--- src/rtl/axis_upsizer.sv ---
// AXI-Stream width upsizer: packs RATIO narrow beats into one wide beat with per-byte tkeep and tlast flush.
// Latency 1 cycle from the completing accept; s_axis_tready = !m_axis_tvalid | m_axis_tready. Build option: AXIS_UPSIZER_MSB_FIRST_EN.
module axis_upsizer #(
    parameter int IN_W  = 8,
    parameter int RATIO = 4,
    parameter int CNT_W = 32,
    localparam int OUT_W  = IN_W * RATIO,
    localparam int KEEP_W = OUT_W / 8,
    localparam int LANE_B = IN_W / 8,
    localparam int LW     = (RATIO > 1) ? $clog2(RATIO) : 1
) (
    input  logic              clk,
    input  logic              reset_n,
    input  logic [IN_W-1:0]   s_axis_tdata,
    input  logic              s_axis_tvalid,
    input  logic              s_axis_tlast,
    output logic              s_axis_tready,
    output logic [OUT_W-1:0]  m_axis_tdata,
    output logic [KEEP_W-1:0] m_axis_tkeep,
    output logic              m_axis_tvalid,
    output logic              m_axis_tlast,
    input  logic              m_axis_tready,
    output logic [CNT_W-1:0]  pkt_cnt
);

    logic [LW-1:0]     lane;
    logic [LW-1:0]     pos;
    logic [OUT_W-1:0]  acc_dat;
    logic [KEEP_W-1:0] acc_keep;
    logic [OUT_W-1:0]  acc_nxt_dat;
    logic [KEEP_W-1:0] acc_nxt_keep;
    logic              in_acc;
    logic              word_done;

    assign s_axis_tready = !m_axis_tvalid | m_axis_tready;
    assign in_acc        = s_axis_tvalid & s_axis_tready;
    assign word_done     = in_acc & ((lane == LW'(RATIO - 1)) | s_axis_tlast);

`ifdef AXIS_UPSIZER_MSB_FIRST_EN
    // Legacy ordering: the first beat of a word lands in the top lane.
    assign pos = LW'(RATIO - 1) - lane;
`else
    assign pos = lane;
`endif

    // Accumulator with the current input beat merged in.
    always_comb begin
        acc_nxt_dat  = acc_dat;
        acc_nxt_keep = acc_keep;
        for (int k = 0; k < RATIO; k++) begin
            if (pos == LW'(k)) begin
                acc_nxt_dat[k*IN_W +: IN_W]       = s_axis_tdata;
                acc_nxt_keep[k*LANE_B +: LANE_B]  = '1;
            end
        end
    end

    always_ff @(posedge clk or negedge reset_n) begin
        if (!reset_n) begin
            lane          <= '0;
            acc_dat       <= '0;
            acc_keep      <= '0;
            m_axis_tdata  <= '0;
            m_axis_tkeep  <= '0;
            m_axis_tvalid <= 1'b0;
            m_axis_tlast  <= 1'b0;
            pkt_cnt       <= '0;
        end else begin
            if (word_done) begin
                m_axis_tdata  <= acc_nxt_dat;
                m_axis_tkeep  <= acc_nxt_keep;
                m_axis_tvalid <= 1'b1;
                m_axis_tlast  <= s_axis_tlast;
                lane          <= '0;
                // Cleared so unfilled lanes of the next partial word read as zero.
                acc_dat       <= '0;
                acc_keep      <= '0;
            end else begin
                if (in_acc) begin
                    lane     <= lane + 1'b1;
                    acc_dat  <= acc_nxt_dat;
                    acc_keep <= acc_nxt_keep;
                end
                if (m_axis_tvalid && m_axis_tready)
                    m_axis_tvalid <= 1'b0;
            end
            if (m_axis_tvalid && m_axis_tready && m_axis_tlast)
                pkt_cnt <= pkt_cnt + 1'b1;
        end
    end

endmodule

--- config.mk ---
export PLATFORM = sky130hd
export DESIGN_NAME = axis_upsizer
export DESIGN_NICKNAME = d
export VERILOG_FILES = /design/src/rtl/axis_upsizer.sv
export SDC_FILE = /design/constraint.sdc
export NUM_CORES = 1
export LEC_CHECK = 0
export ABC_AREA = 1
export CAP_MARGIN = 10
export CORE_MARGIN = 4
export CORE_UTILIZATION = 35
export DETAILED_ROUTE_END_ITERATION = 6
export HOLD_SLACK_MARGIN = 0.08
export PLACE_DENSITY_LB_ADDON = 0.08
export SLEW_MARGIN = 20
export SYNTH_ARGS = -nofsm -noshare
export SYNTH_HDL_FRONTEND = slang
export SYNTH_SLANG_ARGS = --single-unit
--- constraint.sdc ---
create_clock -name clk -period 1.56 [get_ports clk]
set_input_delay 0.468 -clock clk [delete_from_list [all_inputs] [get_ports clk]]
set_output_delay 0.468 -clock clk [all_outputs]
set_load 0.03 [all_outputs]
==> impl_metrics.toml, run 1 <==
[run_status]
status = "completed"

[yosys]
synth_warnings = 0
synthFlopType = "dfrtp_1"
synth_seq_area_share_pct = 54.1
yosysUniqueCellTypes = 27
syn_inst = 596
synth_area_per_cell_um2 = 8.38
synth_area_um2 = 4990
synth_edf_count = 0
syn-num-nets = 614
async_flop_share_pct = 100
ys_ff_latch = 108

[timing]
finalSetupViolations = 0
finalHoldViolCount = 0
fin_skew_ps = 7.78
final.period_utilization_pct = 98.8
min_period_ps = 1540
maxSlewViolCount = 0
worstMarginPinSlew_ps = 387
max_freq_ghz = 0.649
setup_ws_ps = 18.8
rsz0062_at_grt = "yes"
relSlewSlack_pct = 74.2

[pwr]
powerDensity_nw_per_um2 = 1260
p_leak_nw = 3.31
ir_drop_mv = 0.604

[global_route]
grt_pass1_wl_um = 20900
grt_max_degree = 46
antenna_found_initial = 0
gr-total-overflow = 0
grt_usage_pct = 16.1
grt_pass1_vias = 4243

[clocking]
cts.sinks = 108
clkTransAtPathRegs_ps = 80
cts_root_buffer = "clkbuf_16"
cts_max_level = 3
clockBufferDepth = 2
cts_buffers = 9
clock_latency_ps = 350
cts_tree = "built"

[critical_path]
crit_start = "m_axis_tvalid$_DFFE_PN0P_"
cpLargestDelayFamily = "flip-flops"
r2r-end = "acc_dat[19]$_DFFE_PN0P_"
cp_max_fo = 4
path_common_cell = "buf_6"
worstPathRequired_ps = 1090
regToRegStartpoint = "lane[0]$_DFFE_PN0P_"
cp.depth = 3
crit_slowest_cell = "dfrtp_2"
crit_type = "reg -> out"
start_kind = "register"
cp_slowest_stage_delay_ps = 440
r2r_cells = 5
crit_chain = "nand2_4, buf_6, buf_6"
arrival_ps = 1070
worst_setup_path_endpoint = "s_axis_tready"
r2r_slack_ps = 80
critical_path.endpoint_type = "output port"
crit_buf_inv = 2

[finish]
multi_input_area_um2 = 2010
drive_above_1_share_pct = 21.8
antennaDiodeCount = 0
seqCellArea_um2 = 2700
layout.cells.non_filler = 892
final_nets = 725
areaGrowthSynthToFinish_pct = 33.8
fillCellCount = 1363
final_common_cell = "nand2_1"
final_cell_mix = "nand2_1, dfrtp_1, buf_4"
final_area_um2 = 6680

[placement]
hpwlAfterDp_um = 9150
pre_cts_ws_ps = -455
gp_congestion = 0.835
place_area_um2 = 6280
dp_cells = 871
io_buffers = 83

[route]
ant_nets = 0
wl_um = 12500
avgViaCountPerCell = 4.69
routedWlPerCell_um = 14.0
route.detailed.drc = 0
vias = 4185
drtIter0Drc = 279
drtPass1Iterations = 5

[die]
design.core.area_um2 = 13900
start_util_pct = 35.8
ios = 84
die-width_um = 127
fp.dieArea_um2 = 16200
die_y_um = 127
core.rowCount = 43

[flow_run]
cap_violations = 0

[min_path]
hold_class = "reg -> reg"
[flip-flops by register name, summed over array words and instances, names as in the netlist]
name           cells
acc_dat           32
acc_keep           4
lane               2
m_axis_tdata      32
m_axis_tkeep       4
m_axis_tlast       1
m_axis_tvalid      1
pkt_cnt           32
[worst min-delay path by stage]
stage	from	endpoint	slack (ps)	cells past startpoint
2_1_floorplan	reset_n	acc_dat[0]$_DFFE_PN0P_	170	0
3_3_place_gp	reset_n	pkt_cnt[0]$_DFFE_PN0P_	420	1
3_5_place_dp	reset_n	pkt_cnt[0]$_DFFE_PN0P_	420	1
4_1_cts	acc_dat[24]$_DFFE_PN0P_	acc_dat[24]$_DFFE_PN0P_	470	2
5_1_grt	acc_dat[24]$_DFFE_PN0P_	acc_dat[24]$_DFFE_PN0P_	500	2
6_report	acc_keep[3]$_DFFE_PN0P_	acc_keep[3]$_DFFE_PN0P_	470	2
[final cells by class]
cell class                 count  share of cell area (%)
clock buffer                  11                    3.63
clock inverter                 5                   0.899
inverter                      62                    3.48
multi-input combinational    405                    30.1
sequential                   108                    40.5
tap                          180                    3.37
timing repair buffer         121                    18.0
[layer usage]
metal  routed length [um]  track usage (%)  vias up
met2                 6010             27.2       95
li1                     -                -     2084
met4                  145             4.98        0
met3                  628             3.68        7
met1                 5740             20.6     1999
met5                    0                0        -
[worst reg2reg max path: stages (launching register included)]
cell and delay, ps:
dfrtp_1 420, inv_1 160, ha_2 380, o21ai_0 200
nand3_1 110, o21ai_0 100
[power by group]
part / internal (mW) / switching [mW] / total (mW)
Sequential: 3.22 / 0.310 / 3.53
Combinational: 1.02 / 1.49 / 2.52
Clock: 1.30 / 1.05 / 2.34
Total: 5.54 / 2.85 / 8.39
[synth_stat cells, types with 2 or more instances]
cell      instances  share of area (%)
nand2_1         197                 15
dfrtp_1         108                 54
inv_1            61                4.6
o21ai_0          52                5.2
nor2_1           45                3.4
nand3_1          43                4.3
xor2_1           11                1.9
xnor2_1          10                1.8
buf_2             9               0.90
nor2_2            9                1.1
o31ai_1           8                1.2
clkbuf_1          6               0.45
nand3b_1          6               0.90
ha_1              5                1.3
buf_4             4               0.60
nor3_1            4               0.40
o211a_1           3               0.60
or2_2             3               0.38
nand3_4           2               0.70
nand4_1           2               0.25
nor2_4            2               0.45
[logic make-up (layout without fill, tap and decap cells)]
group / count (synthesis) / after routing / synth area share (%)
fa+ha+maj: 5 / 5 / 1.25
simple gates: 316 / 316 / 27.2
xor+xnor: 21 / 21 / 3.68
buf+inv: 83 / 199 / 6.79
compound gates: 63 / 63 / 7.01
flops: 108 / 108 / 54.1
[stage by stage]
step                      power [mW]  hold WS [ps]  TNS (ps)  util, %
final                           8.39           465         0     48.0
after detailed placement        6.10           417    -36510     45.1
after global placement          6.06           422    -34490     45.1
after CTS                       8.48           471         0     47.7
after floorplan                 4.90           172         0        -
after global routing            8.93           495      -129     48.0
[repair_timing]
item	4_1_cts	5_1_grt
hold buffers	1	0
setup endpoints to repair	71	56
hold endpoints to repair	17	0
setup buffers	2	2
resized for setup	54	25
pin swaps	1	0
No activity file was read; power rests on OpenSTA's default activity.
==> run 2: changes to the inputs <==
--- a/config.mk
+++ b/config.mk
@@ -5,7 +5,6 @@
 export SDC_FILE = /design/constraint.sdc
 export NUM_CORES = 1
 export LEC_CHECK = 0
-export ABC_AREA = 1
 export CAP_MARGIN = 10
 export CORE_MARGIN = 4
 export CORE_UTILIZATION = 35
==> impl_metrics.toml, run 2 <==
[run_status]
status = "completed"

[placement]
pre_cts_ws_ps = -561
hpwlAfterDp_um = 7660
dp_cells = 685
io_buffers = 83
gp_congestion = 0.759

[finish]
final_common_cell = "dfrtp_1"
antennaDiodeCount = 0
areaGrowthSynthToFinish_pct = 48.9
drive_above_1_share_pct = 38.3
final_cell_mix = "dfrtp_1, buf_4, nand2_1"
fin_util_pct = 53.8
final_nets = 567
biggestRegsByFlops = "acc_dat x32, m_axis_tdata x32, pkt_cnt x32"
layout.cells.non_filler = 726

[critical_path]
crit_type = "reg -> out"
cp_slowest_stage_delay_ps = 440
regToRegStartpoint = "lane[0]$_DFFE_PN0P_"
worstPathRequired_ps = 1090
start_kind = "register"
cp_max_fo = 4
r2r_slack_ps = 10
crit_slowest_cell = "dfrtp_2"
crit_chain = "nand2b_4, buf_6, buf_6"
critical_path.endpoint_type = "output port"
arrival_ps = 1090
path_common_cell = "buf_6"
r2r_cells = 5
r2r-end = "acc_dat[5]$_DFFE_PN0P_"

[clocking]
cts_max_level = 3
clock_latency_ps = 350
cts_tree = "built"
cts_root_buffer = "clkbuf_16"
cts_buffers = 9
clockBufferDepth = 2
cts.sinks = 108
clkTransAtPathRegs_ps = 70

[min_path]
hold_class = "in -> reg"
min_delay_path_depth = 3
hp-start = "m_axis_tready"
hold_path_end = "pkt_cnt[2]$_DFFE_PN0P_"

[global_route]
gr-total-overflow = 0
grt_pass1_wl_um = 18500
antenna_found_initial = 0
grt_max_degree = 47
grt_pass1_vias = 3577
grt_usage_pct = 15.7

[route]
routedWlPerCell_um = 17.4
wl_um = 12700
drtIter0Drc = 293
vias = 3619
ant_nets = 0
avgViaCountPerCell = 4.98
route.detailed.drc = 0
drtPass1Iterations = 5

[yosys]
async_flop_share_pct = 100
synth_edf_count = 0
post-synth-top-area-fraction_pct = 58.7
syn_inst = 396
syn-num-nets = 414
synth.area.top_cells = "dfrtp_1, mux2i_1, xnor2_1"
synth_area_per_cell_um2 = 11.6
synth_commonest_cells = "dfrtp_1, nand2_1, o21ai_0"
synth_seq_area_share_pct = 58.7
yosysUniqueCellTypes = 31
synth_area_um2 = 4600
yosysTopAreaCell = "dfrtp_1"
synth.most_common_cell = "dfrtp_1"
synth_warnings = 0
synthFlopType = "dfrtp_1"
ys_ff_latch = 108

[timing]
finalSetupViolations = 0
min_period_ps = 1560
finalHoldViolCount = 0
setup_ws_ps = 3.64
fin_skew_ps = 8.30
rsz0062_at_grt = "yes"
hold-worst-slack_ps = 470
final.period_utilization_pct = 99.8
relSlewSlack_pct = 75.8
max_freq_ghz = 0.643
worstMarginPinSlew_ps = 362
maxSlewViolCount = 0

[pwr]
ir_drop_mv = 0.562
powerDensity_nw_per_um2 = 1340
p_leak_nw = 3.19
finalPower_mw = 9.17

[die]
start_util_pct = 36.2
design.core.area_um2 = 12700
ios = 84
fp.dieArea_um2 = 15000
core.rowCount = 41
die-width_um = 123
die_y_um = 123

[flow_run]
cap_violations = 0
==> run 2: worst max path at each step <==
stage	start	cells past startpoint	slack, ps	endpoint
after detailed placement	m_axis_tready	6	-560	pkt_cnt[31]$_DFFE_PN0P_
after global placement	m_axis_tready	6	-540	pkt_cnt[31]$_DFFE_PN0P_
after global routing	pkt_cnt[8]$_DFFE_PN0P_	5	-50	pkt_cnt[17]$_DFFE_PN0P_
after CTS	lane[1]$_DFFE_PN0P_	5	-20	m_axis_tdata[22]$_DFFE_PN0P_
final	m_axis_tvalid$_DFFE_PN0P_	3	4	s_axis_tready
after floorplan	m_axis_tvalid$_DFFE_PN0P_	4	-8	pkt_cnt[21]$_DFFE_PN0P_
==> run 2: logic make-up after synthesis <==
| group | count (synthesis) | share of synthesized area (%) |
|---|---|---|
| buf+inv | 26 | 2.72 |
| fa+ha+maj | 5 | 1.36 |
| xor+xnor | 31 | 5.90 |
| mux | 33 | 7.21 |
| simple gates | 123 | 14.3 |
| compound gates | 70 | 9.76 |
| flops | 108 | 58.7 |
==> run 2: final cells by class <==
type / count / area [um^2]
repair buffers: 160 / 1610
clock buffers: 12 / 246
clock inverters: 4 / 72.6
well taps: 172 / 215
multi-input cells: 264 / 1960
flip-flops and latches: 108 / 2720
fillers: 1154 / 5870
inverters: 6 / 28.8
==> run 2: through the flow <==
step | TNS (ps) | instance area, um^2
6_report | 0 | 6850
5_1_grt | -968 | 6850
3_5_place_dp | -49720 | 6080
2_1_floorplan | -29.6 | 4640
4_1_cts | -101 | 6520
3_3_place_gp | -46860 | 6080
==> run 2: critical path, delay by kind of cell, from the launching register on <==
kind | cells | cell delay (ps)
DFF | 1 | 440
buffers and inverters | 2 | 220
and+or+nand+nor | 1 | 80
==> run 2: report_power, final <==
part	total [mW]	internal (mW)	switching [mW]
clock network	2.47	1.45	1.02
registers	3.63	3.25	0.374
logic	3.08	1.49	1.59
==> run 2: metal layers <==
metal  routed length, um  share of wire [%]  global-route usage (%)
met5                   0                  0                       0
met4                 165                1.3                    4.76
met3                 568                4.5                    3.13
met2                6040                 48                    25.1
met1                5890                 46                    21.7
==> run 2: repair_timing <==
item / 4_1_cts / 5_1_grt
buffers inserted: 2 / 9
gates resized for setup: 70 / 73
endpoints found under the setup margin: 116 / 99
pin swaps: 1 / 10
cloned: 1 / 13
hold buffers: 1 / 0
hold endpoints to repair: 15 / 0
==> run 3: changes to the inputs <==
--- a/config.mk
+++ b/config.mk
@@ -11,6 +11,7 @@
 export DETAILED_ROUTE_END_ITERATION = 6
 export HOLD_SLACK_MARGIN = 0.08
 export PLACE_DENSITY_LB_ADDON = 0.08
+export SKIP_CTS_REPAIR_TIMING = 1
 export SLEW_MARGIN = 20
 export SYNTH_ARGS = -nofsm -noshare
 export SYNTH_HDL_FRONTEND = slang
==> impl_metrics.toml, run 3 (synthesized netlist as in run 2, its figures left out) <==
[critical_path]
cp_slowest_stage_delay_ps = 460
cp_max_fo = 5
path_common_cell = "buf_6"
r2r_slack_ps = -30
r2r_cells = 6
start_kind = "register"
worstPathRequired_ps = 1090
crit_slowest_cell = "dfrtp_2"
arrival_ps = 1130
crit_chain = "nand2b_4, buf_6, buf_6"
regToRegStartpoint = "lane[0]$_DFFE_PN0P_"
crit_type = "reg -> out"
r2r-end = "m_axis_tdata[6]$_DFFE_PN0P_"
critical_path.endpoint_type = "output port"

[clocking]
cts_root_buffer = "clkbuf_16"
cts_buffers = 9
clock_latency_ps = 350
clkTransAtPathRegs_ps = 70
cts_tree = "built"
cts_max_level = 3
clockBufferDepth = 2
cts.sinks = 108

[min_path]
hold_path_end = "pkt_cnt[31]$_DFFE_PN0P_"
hold_class = "reg -> reg"
hp-start = "pkt_cnt[31]$_DFFE_PN0P_"
min_delay_path_depth = 1

[route]
drtIter0Drc = 216
ant_nets = 0
wl_um = 11200
vias = 3447
routedWlPerCell_um = 15.8
route.detailed.drc = 0
drtPass1Iterations = 4
avgViaCountPerCell = 4.88

[finish]
fin_util_pct = 52.3
final_area_um2 = 6650
biggestRegsByFlops = "acc_dat x32, m_axis_tdata x32, pkt_cnt x32"
final_common_cell = "dfrtp_1"
drive_above_1_share_pct = 29.3
final_nets = 548
areaGrowthSynthToFinish_pct = 44.5
antennaDiodeCount = 0
final_cell_mix = "dfrtp_1, buf_4, nand2_1"

[die]
design.core.area_um2 = 12700
core.rowCount = 41
fp.dieArea_um2 = 15000
die_y_um = 123
ios = 84
die-width_um = 123
start_util_pct = 36.2

[flow_run]
cap_violations = 0

[pwr]
powerDensity_nw_per_um2 = 1340
p_leak_nw = 3.40
ir_drop_mv = 0.537

[timing]
finalSetupViolations = 3
rsz0062_at_grt = "yes"
finalHoldViolCount = 0
relSlewSlack_pct = 75.8
max_freq_ghz = 0.627
final.period_utilization_pct = 102
fin_skew_ps = 8.69
setup_ws_ps = -34.0
min_period_ps = 1590
maxSlewViolCount = 0
worstMarginPinSlew_ps = 361

[placement]
gp_congestion = 0.759
place_area_um2 = 6080
io_buffers = 83
hpwlAfterDp_um = 7660

[run_status]
status = "complete, but fails checks"
violations = "setup timing"

[global_route]
antenna_found_initial = 0
grt_pass1_wl_um = 17900
grt_max_degree = 75
grt_usage_pct = 15.2
grt_pass1_vias = 3506
gr-total-overflow = 0
run 3: cell types whose count changed in the layout (fill, tap and decap cells not counted), sizes merged:
cell,delta
buf,-14
dlymetal6s2s,+22
clkdlybuf4s15,-5
clkbuf,-20
nand3,-2
run 3: worst max path at each step:
| stage | from | end | slack (ps) | cells past startpoint |
|---|---|---|---|---|
| after floorplan | m_axis_tvalid$_DFFE_PN0P_ | pkt_cnt[21]$_DFFE_PN0P_ | -8 | 4 |
| after global placement | m_axis_tready | pkt_cnt[31]$_DFFE_PN0P_ | -540 | 6 |
| after detailed placement | m_axis_tready | pkt_cnt[31]$_DFFE_PN0P_ | -560 | 6 |
| after CTS | m_axis_tready | s_axis_tready | -370 | 4 |
| after global routing | lane[0]$_DFFE_PN0P_ | m_axis_tdata[6]$_DFFE_PN0P_ | -140 | 6 |
| final | m_axis_tvalid$_DFFE_PN0P_ | s_axis_tready | -30 | 3 |
run 3: worst max-delay path: cells and delay by family, from the launching register on:
family	cells	cell delay (ps)
flip-flops	1	460
buffers and inverters	2	230
AND/OR/NAND/NOR	1	90
run 3: through the flow:
step / hold WS [ps] / power, mW / TNS, ps / instances / worst slack (ps)
2_1_floorplan: 172 / 4.96 / -29.6 / 396 / -7.98
3_3_place_gp: 378 / 6.41 / -46860 / 685 / -543
3_5_place_dp: 376 / 6.46 / -49720 / 685 / -561
4_1_cts: 3.46 / 8.93 / -21090 / 701 / -371
5_1_grt: 495 / 9.41 / -1630 / 707 / -139
6_report: 476 / 8.94 / -78.8 / 707 / -34.0
run 3: routing by layer:
layer	global-route usage [%]	part of all wire [%]
met5	0	0
met4	4.83	1.3
met3	3.18	4.2
met2	24.0	47
met1	21.0	47
run 3: final cells by class:
class                   instances  area [um^2]
multi-input cells             262         1880
clock buffers                  12          246
fillers                      1168         6070
repair buffers                143         1490
well taps                     172          215
inverters                       6         26.3
flip-flops and latches        108         2720
clock inverters                 4         72.6
run 3: where the power goes:
part | switching, mW | internal [mW] | total [mW]
sequential | 0.368 | 3.25 | 3.62
clock | 0.997 | 1.45 | 2.45
combinational | 1.48 | 1.39 | 2.87
==> variant 1: new RTL, flow settings as in run 1 <==
The parameter `RATIO` goes from 4 to 8.
--- a/src/rtl/axis_upsizer.sv
+++ b/src/rtl/axis_upsizer.sv
@@ -2,7 +2,7 @@
 // Latency 1 cycle from the completing accept; s_axis_tready = !m_axis_tvalid | m_axis_tready. Build option: AXIS_UPSIZER_MSB_FIRST_EN.
 module axis_upsizer #(
     parameter int IN_W  = 8,
-    parameter int RATIO = 4,
+    parameter int RATIO = 8,
     parameter int CNT_W = 32,
     localparam int OUT_W  = IN_W * RATIO,
     localparam int KEEP_W = OUT_W / 8,
Interface: changed (resized m_axis_tdata and m_axis_tkeep); port bits go from 84 to 120. The function was not compared with the original's and may differ.
==> variant 1 against run 1 <==
The run now ends with negative setup slack left. Via count rose by 62%. Register-to-register slack got worse by 100 ps. Sequential cell count rose by 73. Total power rose by 66%. Core utilization rose by 3.7 points. Cell area rose by 74%. Setup slack got worse by 44 ps. Routed wire length rose by 88%. Count of clock-buffer cells in the layout rose by 11. Synthesized area rose by 60%. Critical endpoint is now pkt_cnt[1].
==> variant 1: results (changes against run 1) <==
Status -> complete, but fails checks
Violations in the final reports -> negative setup slack
Initial antenna violation count -> 0 (unchanged)
Synth Net Count -> 959 (+56%)
Antenna diode count -> 0 (unchanged)
Sequential area share after synthesis -> 56.6% (+2.5 points)
Crit path max fanout -> 4 (unchanged)
Port bufs -> 119 (+43%)
Peak VDD IR -> 0.809 mV (+34%)
Yosys cell types -> 32 (+19%)
Top Registers -> acc_dat (64), m_axis_tdata (64), pkt_cnt (32)
Vias in the first global route -> 6514 (+54%)
Nets@finish -> 1154 (+59%)
Post-Route WL -> 23500 um (+88%)
CTS Root Cell -> clkbuf_16
Synth Flop Type -> dfrtp_1
CTS buffer count -> 17 (+8)
Worst setup margin -> -25.5 ps (-44.3 ps)
Clk pin slew, worst setup/hold paths -> 70 ps
Yosys warns -> 0 (unchanged)
Clk_skew -> 8.10 ps (+0.320 ps)
Layout cells sized above 1 -> 31.7% (+10 points)
# H-tree levels -> 4 (+1)
Leakage power -> 0.00568 uW (+72%)
Asr flop ratio synth -> 100% (unchanged)
Routability cong. -> 0.807 (-3.3%)
Relative slew margins -> 70.7% (-3.5 points)
Worst endpoint data arrival time -> 1120 ps (+50 ps)
Antenna viol nets, final -> 0 (unchanged)
First-pass GRT wire length -> 35100 um (+68%)
Pre-antenna DRT Iters -> 5 (unchanged)
Global Route Usage Sum -> 17.1% (+1.0 points)
Synth area leaders -> dfrtp_1 (57%), nand2_1 (15%), o21ai_0 (5.6%)
Most common library cells after synthesis -> nand2_1 (313), dfrtp_1 (181), o21ai_0 (89)
DP HPWL -> 14900 um (+63%)
Largest net degree at the start of global routing -> 61 (+33%)
Setup violators final -> 9 (+9)
Starting DRC count in detailed routing -> 317 (+14%)
Hold Crit Class -> flop to flop
Via Count -> 6797 (+62%)
Placed inst area -> 10300 um^2 (+63%)
CTS max path bufs -> 2 (unchanged)
Setup TNS -> -101 ps (-101 ps)
Clock Latency Late Sink -> 430 ps (+80 ps)
==> variant 1: cell count changes after synthesis, moves of 25 or more <==
cell,run 1,this run
o21ai_1,0,45
inv_1,61,86
nand2_1,197,313
o21ai_0,52,89
a21oi_1,0,30
dfrtp_1,108,181
==> variant 1: cell type report <==
class | instances | area, um^2
clock buffers | 22 | 474
repair buffers | 214 | 2410
repair inverters | 1 | 8.76
multi-input cells | 630 | 3390
clock inverters | 10 | 120
flip-flops and latches | 181 | 4550
fillers | 2117 | 10900
well taps | 285 | 357
inverters | 89 | 354
==> variant 1: final timing paths <==
path | startpoint | end | depth (start not counted) | slack [ps]
max | pkt_cnt[1]$_DFFE_PN0P_ | pkt_cnt[1] | 2 | -30
min | m_axis_tdata[25]$_DFFE_PN0P_ | m_axis_tdata[25]$_DFFE_PN0P_ | 2 | 470
max reg2reg | lane[0]$_DFFE_PN0P_ | m_axis_tdata[42]$_DFFE_PN0P_ | 8 | -20
min reg2reg | m_axis_tdata[25]$_DFFE_PN0P_ | m_axis_tdata[25]$_DFFE_PN0P_ | 2 | 470
max in group asynchronous | reset_n | m_axis_tdata[48]$_DFFE_PN0P_ | 3 | 530
min in group asynchronous | reset_n | m_axis_tdata[22]$_DFFE_PN0P_ | 2 | 490
==> variant 1: critical path, cell delays in order, from the launching register on <==
cell,delay (ps)
dfrtp_2,430
buf_6,130
buf_6,130
==> variant 1: cells by family after synthesis <==
logic type,share of synthesized area (%)
simple gates,21.5
flops,56.6
compound gates,11.7
buf+inv,6.75
xor+xnor,2.41
fa+ha+maj,1.09
==> variant 1: timing repair <==
| action | CTS | global route |
|---|---|---|
| hold buffers | 1 | 0 |
| pin swaps | 1 | 17 |
| endpoints found under the hold margin | 18 | 0 |
| resized for setup | 157 | 202 |
| endpoints found under the setup margin | 112 | 173 |
| gates cloned | 0 | 13 |
| buffers inserted | 6 | 8 |
==> variant 1: per-stage QoR <==
step | cells | hold WS (ps) | setup slack, ps
3_5_place_dp | 1374 | 353 | -486
3_3_place_gp | 1374 | 360 | -493
2_1_floorplan | 939 | 172 | -31.8
5_1_grt | 1432 | 495 | -79.0
6_report | 1432 | 470 | -25.5
4_1_cts | 1411 | 470 | -53.7
==> variant 1: layer usage <==
| layer | part of all wire (%) | global-route usage [%] | up-vias |
|---|---|---|---|
| li1 | - | - | 3382 |
| met1 | 46 | 23.0 | 3268 |
| met2 | 50 | 28.6 | 130 |
| met3 | 3.6 | 3.99 | 17 |
| met4 | 1.1 | 3.63 | 0 |
| met5 | 0 | 0 | - |
==> variant 1: where the power goes <==
| part | internal (uW) | switching [uW] | leakage [uW] |
|---|---|---|---|
| Sequential | 5210 | 432 | 0.00243 |
| Clock | 2510 | 1910 | 0.000288 |
| Combinational | 1720 | 2180 | 0.00296 |
| Total | 9440 | 4520 | 0.00568 |
==> variant 2: new RTL, settings of run 1 <==
Made on the original files. Reset style: synchronous (`reset_n`), changed in one clocked block.
--- a/src/rtl/axis_upsizer.sv
+++ b/src/rtl/axis_upsizer.sv
@@ -55,7 +55,7 @@
         end
     end
 
-    always_ff @(posedge clk or negedge reset_n) begin
+    always_ff @(posedge clk) begin
         if (!reset_n) begin
             lane          <= '0;
             acc_dat       <= '0;
Function: differs if reset_n is asserted again (counterexample within 4 cycles, from zero or initial values and one cycle with reset_n low); with reset_n held inactive, the same outputs for 10 cycles.
==> variant 2 against run 1 <==
First-iteration DRC count down 3.9%. Clock skew grew 1.0 ps. Setup slack gained 23 ps. Routed wire length increased by 17%. Cell area grew 1.2%. Synthesized area decreased by 1.8%. Sequential share of layout area decreased by 8.4 points. Fmax is 1.5% higher. Sequential cell count unchanged. Final cell count increased by 12%. Hold slack worse by 40 ps.
Power is not compared: it rests on default switching activity, and its combinational part moved more than twofold at a synthesized area within 25%.
==> variant 2: results (changes against run 1) <==
Synth Net Count -> 705 (+15%)
Port bufs -> 83 (unchanged)
Most common library cells after synthesis -> nand2_1 (219), dfxtp_1 (108), nor2_1 (76)
Min-Delay Startpoint -> acc_keep[3]$_SDFFE_PP0P_
CTS buffer count -> 9 (unchanged)
Routability cong. -> 0.857 (+2.7%)
Asr flop ratio synth -> 0% (-100 points)
DP HPWL -> 10600 um (+16%)
CP max stage cell -> dfxtp_1
Layout cells sized above 1 -> 24.9% (+3.1 points)
Yosys warns -> 0 (unchanged)
TritonCTS Sinks -> 108 (unchanged)
Post-Route WL -> 14600 um (+17%)
Leakage power -> 0.00274 uW
Clk_skew -> 8.81 ps (+1.03 ps)
Status -> finished, final reports clean
Pre-antenna DRT Iters -> 4 (-1)
Clk pin slew, worst setup/hold paths -> 80 ps (about the same)
Relative slew margins -> 73.7% (-0.47 points)
Peak VDD IR -> 0.645 mV
Nets@finish -> 836 (+15%)
CTS max path bufs -> 2 (unchanged)
Antenna diode count -> 0 (unchanged)
R2R Path End -> m_axis_tdata[31]$_SDFFE_PN0P_
Hold Crit Depth -> 2 (unchanged)
R2R Path Start -> lane[1]$_SDFFE_PP0P_
Synth area leaders -> dfxtp_1 (44%), nand2_1 (17%), nor2_1 (5.8%)
Clock Latency Late Sink -> 360 ps
Vias in the first global route -> 4778 (+13%)
CTS Root Cell -> clkbuf_16
Top Registers -> acc_dat (32), m_axis_tdata (32), pkt_cnt (32)
Max incr delay on CP -> 380 ps (-60 ps)
Starting DRC count in detailed routing -> 268 (-3.9%)
Crit path max fanout -> 2 (-2)
R2R cell count -> 5 (unchanged)
Slew Viols, Final -> 0 (unchanged)
Worst endpoint data arrival time -> 1050 ps (-20 ps)
Register-to-register setup slack -> 110 ps (+30 ps)
Global Route Usage Sum -> 18.2% (+2.1 points)
Largest net degree at the start of global routing -> 44 (-4.3%)
First-pass GRT wire length -> 23700 um (+13%)
Yosys cell types -> 32 (+19%)
Sequential area share after synthesis -> 44.1% (-10 points)
Vias per cell -> 4.84 (+3.1%)
Worst hold endpoint -> acc_keep[3]$_SDFFE_PP0P_
==> variant 2: layout make-up <==
type / count / area (um^2)
Clock inverter: 6 / 52.6
Tap cell: 180 / 225
Fill cell: 1408 / 7070
Timing Repair Buffer: 150 / 1430
Multi-Input combinational cell: 499 / 2460
Clock buffer: 10 / 239
Sequential cell: 108 / 2170
Inverter: 50 / 191
==> variant 2: repair_timing <==
item | 4_1_cts | 5_1_grt
setup buffers | 1 | 0
pin swaps | 0 | 2
gates cloned | 0 | 1
resized for setup | 87 | 41
setup endpoints to repair | 115 | 70
==> variant 2: worst max path at each step <==
| stage | start | end | slack, ps | cells past startpoint |
|---|---|---|---|---|
| 2_1_floorplan | pkt_cnt[5]$_SDFFE_PN0P_ | pkt_cnt[26]$_SDFFE_PN0P_ | 20 | 7 |
| 3_3_place_gp | m_axis_tready | pkt_cnt[15]$_SDFFE_PN0P_ | -490 | 8 |
| 3_5_place_dp | m_axis_tready | pkt_cnt[15]$_SDFFE_PN0P_ | -530 | 8 |
| 4_1_cts | m_axis_tdata[17]$_SDFFE_PN0P_ | m_axis_tdata[17] | 0.8 | 1 |
| 5_1_grt | m_axis_tdata[12]$_SDFFE_PN0P_ | m_axis_tdata[12] | 3 | 1 |
| 6_report | m_axis_tdata[21]$_SDFFE_PN0P_ | m_axis_tdata[21] | 40 | 1 |
==> variant 2: metrics by stage <==
stage / util [%] / hold WS (ps) / area [um^2] / instances / setup WS [ps]
2_1_floorplan: - / 405 / 4910 / 687 / 24.9
3_3_place_gp: 46.6 / 414 / 6440 / 986 / -494
3_5_place_dp: 46.6 / 417 / 6440 / 986 / -529
4_1_cts: 48.9 / 428 / 6770 / 1002 / 0.804
5_1_grt: 48.9 / 469 / 6760 / 1003 / 2.59
6_report: 48.9 / 426 / 6760 / 1003 / 42.2
==> variant 2: report_power, final <==
group / switching, uW / internal [uW] / leakage (uW)
logic: 475 / 332 / 0.00172
clock network: 1140 / 1160 / 0.000138
registers: 60.4 / 2840 / 0.000881
total: 1670 / 4330 / 0.00274
==> variant 2: logic make-up (layout without fill, tap and decap cells) <==
logic type | after synthesis | in the layout | synth area share (%)
AND/OR/NAND/NOR | 348 | 348 | 29.8
XOR/XNOR | 1 | 1 | 0.179
multiplexers | 8 | 8 | 1.84
flip-flops | 108 | 108 | 44.1
adder cells (fa/ha/maj) | 5 | 5 | 1.27
AO/OA/AOI/OAI | 137 | 137 | 15.7
buffers and inverters | 80 | 216 | 7.22
==> variant 2: layer usage <==
metal	part of all wire, %	vias to the layer above	GRT usage, %
met5	0	-	0
met4	2.0	0	5.68
met3	4.4	17	4.97
met2	49	114	31.4
met1	45	2228	22.1
li1	-	2491	-
